[src/rtl/riscv_ctrl_pkg.sv]
// Shared encodings for the RV32I control path: FSM states, opcodes, ALU codes
// and datapath mux selects.
package riscv_ctrl_pkg;

  typedef enum logic [3:0] {
    FETCH, DECODE, MEMADR, MEMREAD, MEMWB, MEMWRITE,
    EXECUTER, EXECUTEI, ALUWB, BEQ, JAL, TRAP
  } state_t;

  typedef enum logic [1:0] {
    ALUOP_ADD   = 2'b00,
    ALUOP_SUB   = 2'b01,
    ALUOP_FUNCT = 2'b10
  } alu_op_t;

  localparam logic [6:0] OP_LW  = 7'b0000011;
  localparam logic [6:0] OP_SW  = 7'b0100011;
  localparam logic [6:0] OP_R   = 7'b0110011;
  localparam logic [6:0] OP_I   = 7'b0010011;
  localparam logic [6:0] OP_BEQ = 7'b1100011;
  localparam logic [6:0] OP_JAL = 7'b1101111;

  localparam logic [2:0] ALU_NONE = 3'b000;
  localparam logic [2:0] ALU_ADD  = 3'b010;
  localparam logic [2:0] ALU_SUB  = 3'b011;
  localparam logic [2:0] ALU_OR   = 3'b100;
  localparam logic [2:0] ALU_AND  = 3'b101;
  localparam logic [2:0] ALU_SLT  = 3'b110;

  localparam logic [1:0] IMM_I = 2'b00;
  localparam logic [1:0] IMM_S = 2'b01;
  localparam logic [1:0] IMM_B = 2'b10;
  localparam logic [1:0] IMM_J = 2'b11;

  localparam logic       ADR_PC     = 1'b0;
  localparam logic       ADR_ALUOUT = 1'b1;
  localparam logic [1:0] RES_ALUOUT    = 2'b00;
  localparam logic [1:0] RES_DATA      = 2'b01;
  localparam logic [1:0] RES_ALURESULT = 2'b10;
  localparam logic [1:0] SRCA_PC    = 2'b00;
  localparam logic [1:0] SRCA_OLDPC = 2'b01;
  localparam logic [1:0] SRCA_RS1   = 2'b10;
  localparam logic [1:0] SRCB_RS2  = 2'b00;
  localparam logic [1:0] SRCB_IMM  = 2'b01;
  localparam logic [1:0] SRCB_FOUR = 2'b10;

  function automatic logic [1:0] imm_src_of(input logic [6:0] op);
    case (op)
      OP_SW:   return IMM_S;
      OP_BEQ:  return IMM_B;
      OP_JAL:  return IMM_J;
      default: return IMM_I;
    endcase
  endfunction

endpackage

[src/rtl/alu_op_decoder.sv]
// Maps ALU operation class plus instruction function fields to an ALU control
// code; funct_legal flags funct3 values this core implements.
module alu_op_decoder
  import riscv_ctrl_pkg::*;
(
  input  alu_op_t    i_alu_op,
  input  logic [2:0] i_funct3,
  input  logic       i_funct7_5,
  input  logic       i_op_5,
  output logic [2:0] o_alu_control,
  output logic       o_funct_legal
);

  always_comb begin
    o_funct_legal = 1'b0;
    case (i_funct3)
      3'b000, 3'b010, 3'b110, 3'b111: o_funct_legal = 1'b1;
      default:                        o_funct_legal = 1'b0;
    endcase
  end

  always_comb begin
    o_alu_control = ALU_NONE;
    case (i_alu_op)
      ALUOP_ADD: o_alu_control = ALU_ADD;
      ALUOP_SUB: o_alu_control = ALU_SUB;
      ALUOP_FUNCT: begin
        case (i_funct3)
          // op_code[5] separates R-type from I-type, so addi never becomes sub
          3'b000:  o_alu_control = (i_op_5 && i_funct7_5) ? ALU_SUB : ALU_ADD;
          3'b010:  o_alu_control = ALU_SLT;
          3'b110:  o_alu_control = ALU_OR;
          3'b111:  o_alu_control = ALU_AND;
          default: o_alu_control = ALU_NONE;
        endcase
      end
      default: o_alu_control = ALU_NONE;
    endcase
  end

endmodule

[src/rtl/multicycle_ctrl_fsm.sv]
// Multicycle RV32I sequencer: steps each instruction through its states and
// drives datapath selects/enables, a retired counter and a sticky trap flag.
module multicycle_ctrl_fsm
  import riscv_ctrl_pkg::*;
#(
  parameter int unsigned CNT_W = 32
) (
  input  logic             clk,
  input  logic             rst,
  input  logic [6:0]       op_code,
  input  logic [2:0]       funct3,
  input  logic             funct7_5,
  input  logic             zero,
  input  logic             mem_ready,
  output logic             pc_write,
  output logic             adr_src,
  output logic             mem_write,
  output logic             ir_write,
  output logic [1:0]       result_src,
  output logic [1:0]       alu_src_a,
  output logic [1:0]       alu_src_b,
  output logic [1:0]       imm_src,
  output logic [2:0]       alu_control,
  output logic             reg_write,
  output logic [CNT_W-1:0] instr_retired,
  output logic             illegal
);

  state_t           r_state;
  state_t           w_next;
  alu_op_t          w_alu_op;
  logic [2:0]       w_alu_control;
  logic             w_funct_legal;
  logic             w_retire;
  logic [CNT_W-1:0] r_retired;
  logic             r_illegal;

  alu_op_decoder u_alu_dec (
    .i_alu_op      (w_alu_op),
    .i_funct3      (funct3),
    .i_funct7_5    (funct7_5),
    .i_op_5        (op_code[5]),
    .o_alu_control (w_alu_control),
    .o_funct_legal (w_funct_legal)
  );

  always_comb begin
    w_alu_op = ALUOP_ADD;
    case (r_state)
      EXECUTER, EXECUTEI: w_alu_op = ALUOP_FUNCT;
      BEQ:                w_alu_op = ALUOP_SUB;
      default:            w_alu_op = ALUOP_ADD;
    endcase
  end

  always_comb begin
    w_next   = r_state;
    w_retire = 1'b0;
    case (r_state)
      FETCH:  if (mem_ready) w_next = DECODE;
      DECODE: begin
        case (op_code)
          OP_LW, OP_SW: w_next = MEMADR;
          OP_R:         w_next = w_funct_legal ? EXECUTER : TRAP;
          OP_I:         w_next = w_funct_legal ? EXECUTEI : TRAP;
          OP_BEQ:       w_next = BEQ;
          OP_JAL:       w_next = JAL;
          default:      w_next = TRAP;
        endcase
      end
      MEMADR:   w_next = (op_code == OP_LW) ? MEMREAD : MEMWRITE;
      MEMREAD:  if (mem_ready) w_next = MEMWB;
      MEMWB:    begin w_next = FETCH; w_retire = 1'b1; end
      MEMWRITE: if (mem_ready) begin w_next = FETCH; w_retire = 1'b1; end
      EXECUTER, EXECUTEI: w_next = ALUWB;
      ALUWB:    begin w_next = FETCH; w_retire = 1'b1; end
      BEQ:      begin w_next = FETCH; w_retire = 1'b1; end
      JAL:      w_next = ALUWB;
      TRAP:     w_next = TRAP;
      default:  w_next = FETCH;
    endcase
  end

  always_ff @(posedge clk or posedge rst) begin
    if (rst) begin
      r_state   <= FETCH;
      r_retired <= '0;
      r_illegal <= 1'b0;
    end else begin
      r_state <= w_next;
      if (w_retire) r_retired <= r_retired + CNT_W'(1);
      if (w_next == TRAP) r_illegal <= 1'b1;
    end
  end

  always_comb begin
    pc_write    = 1'b0;
    adr_src     = ADR_PC;
    mem_write   = 1'b0;
    ir_write    = 1'b0;
    result_src  = RES_ALUOUT;
    alu_src_a   = SRCA_PC;
    alu_src_b   = SRCB_RS2;
    alu_control = ALU_NONE;
    reg_write   = 1'b0;
    imm_src     = (r_state == FETCH) ? IMM_I : imm_src_of(op_code);
    case (r_state)
      FETCH: begin
        alu_src_b   = SRCB_FOUR;
        alu_control = w_alu_control;
        result_src  = RES_ALURESULT;
        ir_write    = mem_ready;
        pc_write    = mem_ready;
      end
      DECODE: begin
        alu_src_a   = SRCA_OLDPC;
        alu_src_b   = SRCB_IMM;
        alu_control = w_alu_control;
      end
      MEMADR: begin
        alu_src_a   = SRCA_RS1;
        alu_src_b   = SRCB_IMM;
        alu_control = w_alu_control;
      end
      MEMREAD:  adr_src = ADR_ALUOUT;
      MEMWB: begin
        result_src = RES_DATA;
        reg_write  = 1'b1;
      end
      MEMWRITE: begin
        adr_src   = ADR_ALUOUT;
        mem_write = 1'b1;
      end
      EXECUTER: begin
        alu_src_a   = SRCA_RS1;
        alu_control = w_alu_control;
      end
      EXECUTEI: begin
        alu_src_a   = SRCA_RS1;
        alu_src_b   = SRCB_IMM;
        alu_control = w_alu_control;
      end
      ALUWB:    reg_write = 1'b1;
      BEQ: begin
        alu_src_a   = SRCA_RS1;
        alu_control = w_alu_control;
        pc_write    = zero;
      end
      JAL: begin
        alu_src_a   = SRCA_OLDPC;
        alu_src_b   = SRCB_FOUR;
        alu_control = w_alu_control;
        pc_write    = 1'b1;
      end
      default: ;
    endcase
    // reset returns the state to FETCH immediately, whose enables follow mem_ready
    if (rst) begin
      pc_write  = 1'b0;
      ir_write  = 1'b0;
      mem_write = 1'b0;
      reg_write = 1'b0;
    end
  end

  assign instr_retired = r_retired;
  assign illegal       = r_illegal;

endmodule

[config.mk]
export PLATFORM = sky130hd
export DESIGN_NAME = multicycle_ctrl_fsm
export DESIGN_NICKNAME = d
export VERILOG_FILES = /design/src/rtl/riscv_ctrl_pkg.sv /design/src/rtl/alu_op_decoder.sv /design/src/rtl/multicycle_ctrl_fsm.sv
export SDC_FILE = /design/constraint.sdc
export NUM_CORES = 1
export LEC_CHECK = 0
export ABC_AREA = 1
export CAP_MARGIN = 20
export CORE_ASPECT_RATIO = 0.9
export CORE_MARGIN = 2
export CORE_UTILIZATION = 45
export DETAILED_ROUTE_END_ITERATION = 6
export GPL_TIMING_DRIVEN = 1
export PLACE_DENSITY = 0.73
export SLEW_MARGIN = 15
export SYNTH_ARGS = -nofsm -noshare
export SYNTH_HDL_FRONTEND = slang
export SYNTH_SLANG_ARGS = --single-unit
[constraint.sdc]
create_clock -name clk -period 2.1 [get_ports clk]
set_clock_uncertainty 0.15 [all_clocks]
set_input_delay 0.42 -clock clk [delete_from_list [all_inputs] [get_ports clk]]
set_output_delay 0.42 -clock clk [all_outputs]
set_load 0.02 [all_outputs]
==> flow_summary.yaml, run 1 <==
run_status:
  outcome: "finished with violations"
  violations: "negative setup slack"
pwr:
  p_comb_share_pct: 59.1
  cellPowerDensity_mw_per_mm2: 930
  seqPwrFrac_pct: 25.5
  switching_power_w: 0.00159
  p_int_w: 0.00202
  ir_worst_vdd_v: 0.000786
  power.static_leakage_nw: 1.88
  switching_share_pct: 44.1
  power.share.clock_pct: 15.4
timing:
  fin_ws_ns: -0.0405
  final-setup-viol-count: 4
  final.setup.tns_ns: -0.0669
  worst_hold_slack_ns: 0.346
  final-max-slew-violation-count: 0
  max_freq_mhz: 467
  rsz0062_at_grt: "yes"
  slew_headroom_pct: 68.3
  period_needed_ns: 2.14
  hold_viol_final: 0
  min_period_over_period_pct: 102
  worst_slew_pin_slew_ns: 0.475
setup_path:
  worstPathCellList: "buf_6, nor2_4, nand3_4, inv_2, nor2_1, inv_1, nor3_2, a21oi_1, buf_4"
  required_ns: 1.53
  cp_max_fo: 3
  worstSetupEndpointType: "output port"
  cp_slowest_stage_delay_ns: 0.41
  crit_slowest_cell: "dfrtp_1"
  cp_num_buf_inv: 4
  cp_top_family: "buffers and inverters"
  critPathLaunchType: "register"
  cp.arrival_ns: 1.57
  critPathKind: "reg2out"
yosys:
  synth_commonest_cells: "nand2_1 (176), nor2_1 (58), dfrtp_1 (37)"
  async_flop_share_pct: 100
  synth_edf_count: 0
  netlist_instances: 397
  ys.flop_type: "dfrtp_1"
  ys_warn_count: 0
  syn_avg_cell_area_um2: 6.75
  synth_largest_area_cell: "dfrtp_1"
  synth-seq-cells: 37
  synth_area_mm2: 0.00268
  ys_seq_area_share_pct: 34.5
  ys_types: 34
  synth_top_area_share_pct: 34.5
  synth_nets: 413
  yosysMostFrequentCell: "nand2_1"
  synth_area_leaders: "dfrtp_1 (35%), nand2_1 (25%), nor2_1 (8.1%)"
routing:
  drc: 0
  vias: 2843
  avgRoutedWirePerCell_um: 12.9
  initialDrtViolationCount: 111
  dr.pass1.iters: 4
  drtAntennaViolNets: 0
  wl_mm: 7.50
  vias_per_cell: 4.90
layout:
  fin_cells: 580
  drive_gt1_share_pct: 26.5
  nets: 525
  utilization_pct: 67.9
  synthToLayoutAreaGrowth_pct: 45.1
  final_design_area_no_fill_mm2: 0.00389
  insertedDiodeCount: 0
clock_tree:
  clockBufferDepth: 2
  clock-root-buffer: "clkbuf_8"
  cts_buffers: 5
  ctsHtreeMaxLevel: 2
  clk_latency_ns: 0.29
  cts_tree: "yes"
  path_clk_slew_ns: 0.07
  clock_sinks: 37
  cts-hold-fix-buffers: 0
worst_hold_path:
  hold_path.class: "reg2reg"
floorplanning:
  die_x_um: 85.3
  start_util_pct: 46.8
  num_rows: 26
  die_area_mm2: 0.00659
  die_h_um: 77.2
  core_area_mm2: 0.00573
  io_pins: 64
placement:
  placed_cell_area_mm2: 0.00370
  dp.final_hpwl_mm: 5.82
  io_buffers: 63
  dp_cells: 569
  gp_congestion: 0.892
global_route:
  grt_pass1_vias: 2709
  grt_max_degree: 38
  track_usage_pct: 23.1
  overflow: 0
  antenna_found_initial: 0
  grt_pass1_wl_mm: 12.4
run:
  cap_violations: 0
==> tightest hold or removal path, stage by stage, from the launching register on <==
cell	delay, ns
dfrtp_1	0.36
inv_1	0.05
nand2_1	0.06
==> repair_timing <==
item | CTS | global route
endpoints found under the setup margin | 16 | 14
pin swaps | 5 | 8
buffers inserted | 2 | 2
cloned | 0 | 0
resized for setup | 96 | 27
==> stage by stage <==
stage	setup slack [ns]	power, W
2_1_floorplan	0.0328	0.00195
3_3_place_gp	-0.566	0.00290
3_5_place_dp	-0.627	0.00293
4_1_cts	-0.112	0.00352
5_1_grt	-0.114	0.00382
6_report	-0.0405	0.00362
==> cell type report <==
| type | count | area (µm²) |
|---|---|---|
| Fill cell | 492 | 1840 |
| Clock buffer | 7 | 96.3 |
| Sequential cell | 37 | 927 |
| Clock inverter | 1 | 5.00 |
| Tap cell | 70 | 87.6 |
| Timing Repair Buffer | 109 | 940 |
| Multi-Input combinational cell | 325 | 1720 |
| Inverter | 31 | 116 |
==> cell families (layout without fill, tap and decap cells) <==
logic type / count (synthesis) / after routing / synth area share [%]
buffers and inverters: 35 / 148 / 5.65
XOR/XNOR: 18 / 18 / 5.88
AO/OA/AOI/OAI: 12 / 12 / 2.94
AND/OR/NAND/NOR: 294 / 294 / 50.5
adder cells (fa/ha/maj): 1 / 1 / 0.467
flip-flops: 37 / 37 / 34.5
==> registers in the layout (all words and copies together), names as in the netlist <==
signal,cells
r_state,4
illegal,1
instr_retired,32
==> final timing paths <==
kind	startpoint	end	slack [ns]	depth (start not counted)
worst max-delay path	r_state[3]	alu_control[1]	-0.04	9
worst min-delay path	illegal	illegal	0.35	2
worst max register to register	instr_retired[0]	instr_retired[30]	0.20	10
worst min register to register	illegal	illegal	0.35	2
max in group asynchronous	rst	r_state[2]	0.90	3
min in group asynchronous	rst	instr_retired[17]	0.52	3
==> cells in the final DEF (no fill, tap or decap), types with 4 or more instances in the layout <==
cell type        instances
inv_2                    9
nor3_2                   4
nand3b_1                13
xor2_1                   9
nor2_4                  13
nor2_2                   9
nand2_2                 14
buf_2                    8
xnor2_1                  9
dlymetal6s2s_1           5
nor2_1                  50
dfrtp_1                 36
buf_4                   51
clkbuf_8                 7
nand2_1                168
inv_1                   22
nand3_1                 10
clkdlybuf4s50_1         40
==> routing by layer <==
layer | share of wire, % | vias up | wire, µm | track usage [%]
li1 | - | 1448 | - | -
met1 | 49 | 1308 | 3640 | 33.9
met2 | 45 | 74 | 3350 | 35.9
met3 | 5.0 | 13 | 376 | 3.34
met4 | 1.6 | 0 | 123 | 5.40
met5 | 0 | - | 0 | 0
==> power by group through the flow <==
stage                     registers, W  clock network [W]  logic, W
after floorplan               0.000959                  0  0.000987
after global placement        0.000916                  0   0.00199
after detailed placement      0.000921                  0   0.00200
after CTS                     0.000917           0.000562   0.00204
after global routing          0.000936           0.000593   0.00229
final                         0.000923           0.000555   0.00214
(Power assumes the default switching activity.)
==> inputs of run 2 (changes only) <==
--- a/config.mk
+++ b/config.mk
@@ -9,10 +9,10 @@
 export CAP_MARGIN = 20
 export CORE_ASPECT_RATIO = 0.9
 export CORE_MARGIN = 2
-export CORE_UTILIZATION = 45
+export CORE_UTILIZATION = 50
 export DETAILED_ROUTE_END_ITERATION = 6
 export GPL_TIMING_DRIVEN = 1
-export PLACE_DENSITY = 0.73
+export PLACE_DENSITY = 0.8
 export SLEW_MARGIN = 15
 export SYNTH_ARGS = -nofsm -noshare
 export SYNTH_HDL_FRONTEND = slang
==> run 2 against run 1 <==
  * The run still ends with negative setup slack left
  * Register-to-register slack lost 0.02 ns
  * Global-route usage up 4.8 points
  * Via count rose by 3.9%
  * Core utilization rose by 6.9 points
  * Setup slack better by 0.014 ns
  * Die area down 9.5%
  * Critical path depth shrank 2
  * Largest cell class unchanged
==> flow_summary.yaml, run 2 (same netlist as run 1, synthesis figures left out) <==
layout:
  layout_commonest_cell: "nand2_1"
  drive_gt1_share_pct: 28.4
  multiInputGateArea_mm2: 0.00173
  synthToLayoutAreaGrowth_pct: 45.9
  final_cell_mix: "nand2_1 (165), buf_4 (47), nor2_1 (46), clkdlybuf4s50_1 (40), dfrtp_1 (36)"
  regArea_um2: 927
  nFillCells: 408
  final_design_area_no_fill_mm2: 0.00391
  insertedDiodeCount: 0
  nets: 525
  largest_reg_flops: 32
clock_tree:
  clock_sinks: 37
  clock-root-buffer: "clkbuf_8"
  clockBufferDepth: 2
  cts_tree: "yes"
  cts-hold-fix-buffers: 0
  path_clk_slew_ns: 0.07
  cts_buffers: 5
  ctsHtreeMaxLevel: 2
  clk_latency_ns: 0.29
pwr:
  power.static_leakage_nw: 1.90
  total_power_w: 0.00367
  cellPowerDensity_mw_per_mm2: 937
  ir_worst_vdd_v: 0.000585
floorplanning:
  start_util_pct: 51.3
  die_h_um: 73.5
  num_rows: 25
  die_x_um: 81.2
  io_pins: 64
  die_area_mm2: 0.00596
  core_area_mm2: 0.00522
routing:
  drtAntennaViolNets: 0
  dr.pass1.iters: 4
  drc: 0
  vias_per_cell: 5.12
  wl_mm: 7.87
  vias: 2954
  initialDrtViolationCount: 181
  avgRoutedWirePerCell_um: 13.6
global_route:
  grt_max_degree: 38
  overflow: 0
  track_usage_pct: 27.9
  grt_pass1_vias: 2877
  antenna_found_initial: 0
  grt_pass1_wl_mm: 13.1
setup_path:
  required_ns: 1.53
  reg2reg_depth: 8
  reg2reg_slack_ns: 0.18
  r2r-start: "r_state[2]"
  cp.arrival_ns: 1.56
  critPathKind: "reg2out"
  r2r-end: "instr_retired[0]"
  cp_max_fo: 4
  worstSetupEndpointType: "output port"
  critPathLaunchType: "register"
timing:
  final-max-slew-violation-count: 0
  max_freq_mhz: 470
  rsz0062_at_grt: "yes"
  fin_ws_ns: -0.0266
  hold_viol_final: 0
  final-setup-viol-count: 2
  min_period_over_period_pct: 101
  slew_headroom_pct: 68.9
  period_needed_ns: 2.13
  worst_slew_pin_slew_ns: 0.466
  final.setup.tns_ns: -0.0417
worst_hold_path:
  hold_path.class: "reg2reg"
  hp-start: "illegal"
  worstHoldEndpoint: "illegal"
  min_path_cells: 2
placement:
  dp.final_hpwl_mm: 5.83
  placed_cell_area_mm2: 0.00367
  io_buffers: 63
  gp_congestion: 0.872
run_status:
  violations: "negative setup slack"
  outcome: "finished with violations"
run:
  cap_violations: 0
[run 2: cell count changes in the layout (fill, tap and decap cells not counted), sizes merged]
cell          previous run  this run
buf                     61        60
dlymetal6s2s             5         7
clkbuf                   8         9
dlygate4sd2              2         0
[run 2: worst max path at each step]
stage	startpoint	end	slack [ns]	depth (start not counted)
3_3_place_gp	op_code[4]	imm_src[0]	-0.54	8
3_5_place_dp	op_code[4]	imm_src[0]	-0.61	8
4_1_cts	op_code[4]	imm_src[0]	-0.11	8
6_report	r_state[2]	alu_control[1]	-0.03	7
5_1_grt	r_state[2]	alu_control[1]	-0.07	8
2_1_floorplan	r_state[1]	alu_control[1]	0.03	7
[run 2: worst max-delay path, stage by stage, from the launching register on]
cell and delay (ns):
dfrtp_1 0.44, inv_2 0.12, nand2_2 0.09, buf_4 0.15, nor2_4 0.11, nor3_2 0.06, a21oi_1 0.13, buf_4 0.16
[run 2: stage by stage]
step	setup WS [ns]	hold slack (ns)	utilization (%)	std cells
floorplan	0.0328	0.362	-	397
global placement	-0.544	0.302	70.2	564
detailed placement	-0.607	0.303	70.2	564
CTS	-0.106	0.330	72.5	575
global route	-0.0672	0.378	74.9	577
finish	-0.0266	0.328	74.9	577
[run 2: timing repair]
item	in CTS	in global routing
setup endpoints to repair	16	15
pin swaps	4	13
buffers inserted	3	4
resized for setup	86	51
[run 2: routing by layer]
| layer | up-vias | track usage [%] | share of wire (%) |
|---|---|---|---|
| li1 | 1452 | - | - |
| met2 | 86 | 45.6 | 47 |
| met1 | 1407 | 38.7 | 46 |
| met5 | - | 0 | 0 |
| met4 | 0 | 6.21 | 0.94 |
| met3 | 9 | 4.91 | 6.0 |
[run 2: area by class of cell]
cell class	instances	area share (%)
clock buffer	7	2.46
clock inverter	1	0.128
inverter	31	2.98
multi-input combinational	325	44.2
sequential	37	23.7
tap	67	2.14
timing repair buffer	109	24.4
[run 2: report_power, final]
part | internal, W | total, W | switching (W)
combinational | 0.000911 | 0.00218 | 0.00127
sequential | 0.000800 | 0.000930 | 0.000129
clock | 0.000297 | 0.000554 | 0.000257
==> inputs of run 3 (changes only) <==
--- a/config.mk
+++ b/config.mk
@@ -5,11 +5,10 @@
 export SDC_FILE = /design/constraint.sdc
 export NUM_CORES = 1
 export LEC_CHECK = 0
-export ABC_AREA = 1
 export CAP_MARGIN = 20
 export CORE_ASPECT_RATIO = 0.9
 export CORE_MARGIN = 2
-export CORE_UTILIZATION = 50
+export CORE_UTILIZATION = 47
 export DETAILED_ROUTE_END_ITERATION = 6
 export GPL_TIMING_DRIVEN = 1
 export PLACE_DENSITY = 0.8
==> constraint.sdc (replaced) <==
create_clock -name clk -period 2.2 [get_ports clk]
set_clock_uncertainty 0.15 [all_clocks]
set_input_delay 0.44 -clock clk [delete_from_list [all_inputs] [get_ports clk]]
set_output_delay 0.44 -clock clk [all_outputs]
set_load 0.02 [all_outputs]
==> run 3 against run 2 <==
  * The flow now finishes without violations
  * Core utilization is essentially flat
  * Sequential share of layout area increased by 4.5 points
  * Routed wire length decreased by 27%
  * Die area shrank 15%
  * Synthesized cell count is 44% lower
  * Sequential cell count stayed put
  * Cell count fell by 31%
==> flow_summary.yaml, run 3 <==
run_status:
  outcome: "finished clean"
timing:
  fin_ws_ns: 0.0247
  slew_headroom_pct: 69.5
  rsz0062_at_grt: "yes"
  final-setup-viol-count: 0
  final-max-slew-violation-count: 0
  max_freq_mhz: 460
  worst_hold_slack_ns: 0.326
  period_needed_ns: 2.18
  hold_viol_final: 0
  worst_slew_pin_slew_ns: 0.457
  min_period_over_period_pct: 98.9
yosys:
  ys.flop_type: "dfrtp_1"
  yosysMostFrequentCell: "dfrtp_1"
  synth_top_area_share_pct: 43.6
  synth_edf_count: 0
  synth_area_mm2: 0.00213
  ys_types: 48
  ys_seq_area_share_pct: 43.6
  ys_warn_count: 0
  netlist_instances: 222
  synth_largest_area_cell: "dfrtp_1"
  syn_avg_cell_area_um2: 9.58
  async_flop_share_pct: 100
  synth_area_leaders: "dfrtp_1 (44%), xnor2_1 (8.2%), xor2_1 (4.9%)"
  synth_commonest_cells: "dfrtp_1 (37), nand2_1 (22), nor2_1 (20), xnor2_1 (20), nor3_1 (13)"
  synth_nets: 238
  synth-seq-cells: 37
global_route:
  grt_pass1_wl_mm: 9.11
  track_usage_pct: 23.6
  grt_pass1_vias: 2065
  antenna_found_initial: 0
  grt_max_degree: 38
  overflow: 0
clock_tree:
  clock-root-buffer: "clkbuf_8"
  clock_sinks: 37
  cts-hold-fix-buffers: 0
  clk_latency_ns: 0.29
  cts_buffers: 5
  path_clk_slew_ns: 0.07
  cts_tree: "yes"
  ctsHtreeMaxLevel: 2
  clockBufferDepth: 2
floorplanning:
  core_area_mm2: 0.00440
  start_util_pct: 48.3
  io_pins: 64
  num_rows: 23
  die_h_um: 67.8
  die_area_mm2: 0.00508
  die_x_um: 74.9
layout:
  insertedDiodeCount: 0
  largest_reg_flops: 32
  nFillCells: 320
  multiInputGateArea_mm2: 0.00123
  final_cell_mix: "buf_4 (52), clkdlybuf4s50_1 (38), dfrtp_1 (33), nand2_1 (22), xnor2_1 (20)"
  nets: 350
  regArea_um2: 931
  drive_gt1_share_pct: 30.4
  fin_cells: 397
  layout_commonest_cell: "buf_4"
  synthToLayoutAreaGrowth_pct: 55.0
pwr:
  power.static_leakage_nw: 1.52
  ir_worst_vdd_v: 0.000537
  cellPowerDensity_mw_per_mm2: 971
setup_path:
  cp.arrival_ns: 1.59
  required_ns: 1.61
  worstSetupEndpointType: "output port"
  worstPathCellList: "clkbuf_2, or3_4, nor2_4, a31oi_2, nor4_2, buf_2"
  critPathLaunchType: "input pin"
  crit_slowest_cell: "or3_4"
  r2r-start: "r_state[3]"
  cp_max_fo: 2
  critPathKind: "in2out"
  cp-startpoint: "op_code[6]"
  cp_slowest_stage_delay_ns: 0.40
routing:
  met3_length_um: 215
  avgRoutedWirePerCell_um: 14.5
  vias: 2077
  wl_mm: 5.75
  highest_layer: "met4"
  drtAntennaViolNets: 0
  initialDrtViolationCount: 141
  wl_met1_mm: 2.47
  drc: 0
  met2WireLength_mm: 3.00
  vias_per_cell: 5.23
  dr.pass1.iters: 4
placement:
  io_buffers: 63
  dp_cells: 381
  place_ws_ns: -0.725
  gp_congestion: 0.892
  dp.final_hpwl_mm: 4.03
run:
  cap_violations: 0
worst_hold_path:
  hold_path.class: "reg2reg"
  hp-start: "instr_retired[31]"
## run 3: cell count changes in the layout (fill, tap and decap cells not counted), sizes merged, moves of 8 or more
cell,delta
inv,-25
nand2b,+8
nor2,-53
xnor2,+11
nor3,+10
nand2,-162
nand3b,-13
## run 3: final timing paths
| check | endpoint | depth (start not counted) | slack (ns) |
|---|---|---|---|
| max | imm_src[0] | 6 | 0.02 |
| min | instr_retired[31] | 1 | 0.33 |
| max reg2reg | instr_retired[25] | 6 | 0.11 |
| min reg2reg | instr_retired[31] | 1 | 0.33 |
| max in group asynchronous | r_state[2] | 3 | 1.02 |
| min in group asynchronous | r_state[0] | 3 | 0.55 |
## run 3: where the power goes
group | switching [W] | internal [W]
clock network | 0.000231 | 0.000219
registers | 0.000139 | 0.000775
logic | 0.000961 | 0.000875
## run 3: cell families (layout without fill, tap and decap cells)
| kind of cell | Yosys count | count (layout) | share of synthesized area [%] |
|---|---|---|---|
| buffers and inverters | 14 | 127 | 3.30 |
| AOI/OAI and AO/OA | 24 | 24 | 7.83 |
| xor gates and xnor gates | 32 | 32 | 13.2 |
| adders and majority gates | 1 | 1 | 0.588 |
| muxes | 2 | 2 | 1.00 |
| DFF | 37 | 37 | 43.6 |
| and+or+nand+nor | 112 | 112 | 30.5 |
## run 3: routing by layer
layer	vias up	global-route usage, %
met5	-	0
met2	55	40.0
met4	0	6.25
met3	7	7.01
li1	1008	-
met1	1007	29.3
## run 3: per-stage QoR
step,utilization [%],setup TNS (ns),total power (W),area [µm²]
after floorplan,-,-0.0195,0.00186,2140
after global placement,70.8,-5.25,0.00261,3120
after detailed placement,70.8,-6.88,0.00265,3120
after CTS,73.0,-0.275,0.00311,3220
after global routing,74.9,-0.199,0.00338,3300
final,74.9,0,0.00320,3300
## run 3: critical path, delay by kind of cell
| kind | cells | cell delay (ns) |
|---|---|---|
| buffers and inverters | 2 | 0.30 |
| AND/OR/NAND/NOR | 3 | 0.80 |
| AO/OA/AOI/OAI | 1 | 0.05 |
## run 3: area by class of cell
class / count / area share (%)
multi-input cells: 171 / 37.3
repair buffers: 113 / 28.9
flip-flops and latches: 37 / 28.2
well taps: 62 / 2.35
clock buffers: 6 / 2.20
inverters: 6 / 0.683
clock inverters: 2 / 0.304
## run 3: repair_timing
| action | CTS | global route |
|---|---|---|
| pin swaps | 4 | 9 |
| endpoints found under the setup margin | 16 | 25 |
| setup buffers | 4 | 4 |
| gates resized for setup | 70 | 35 |
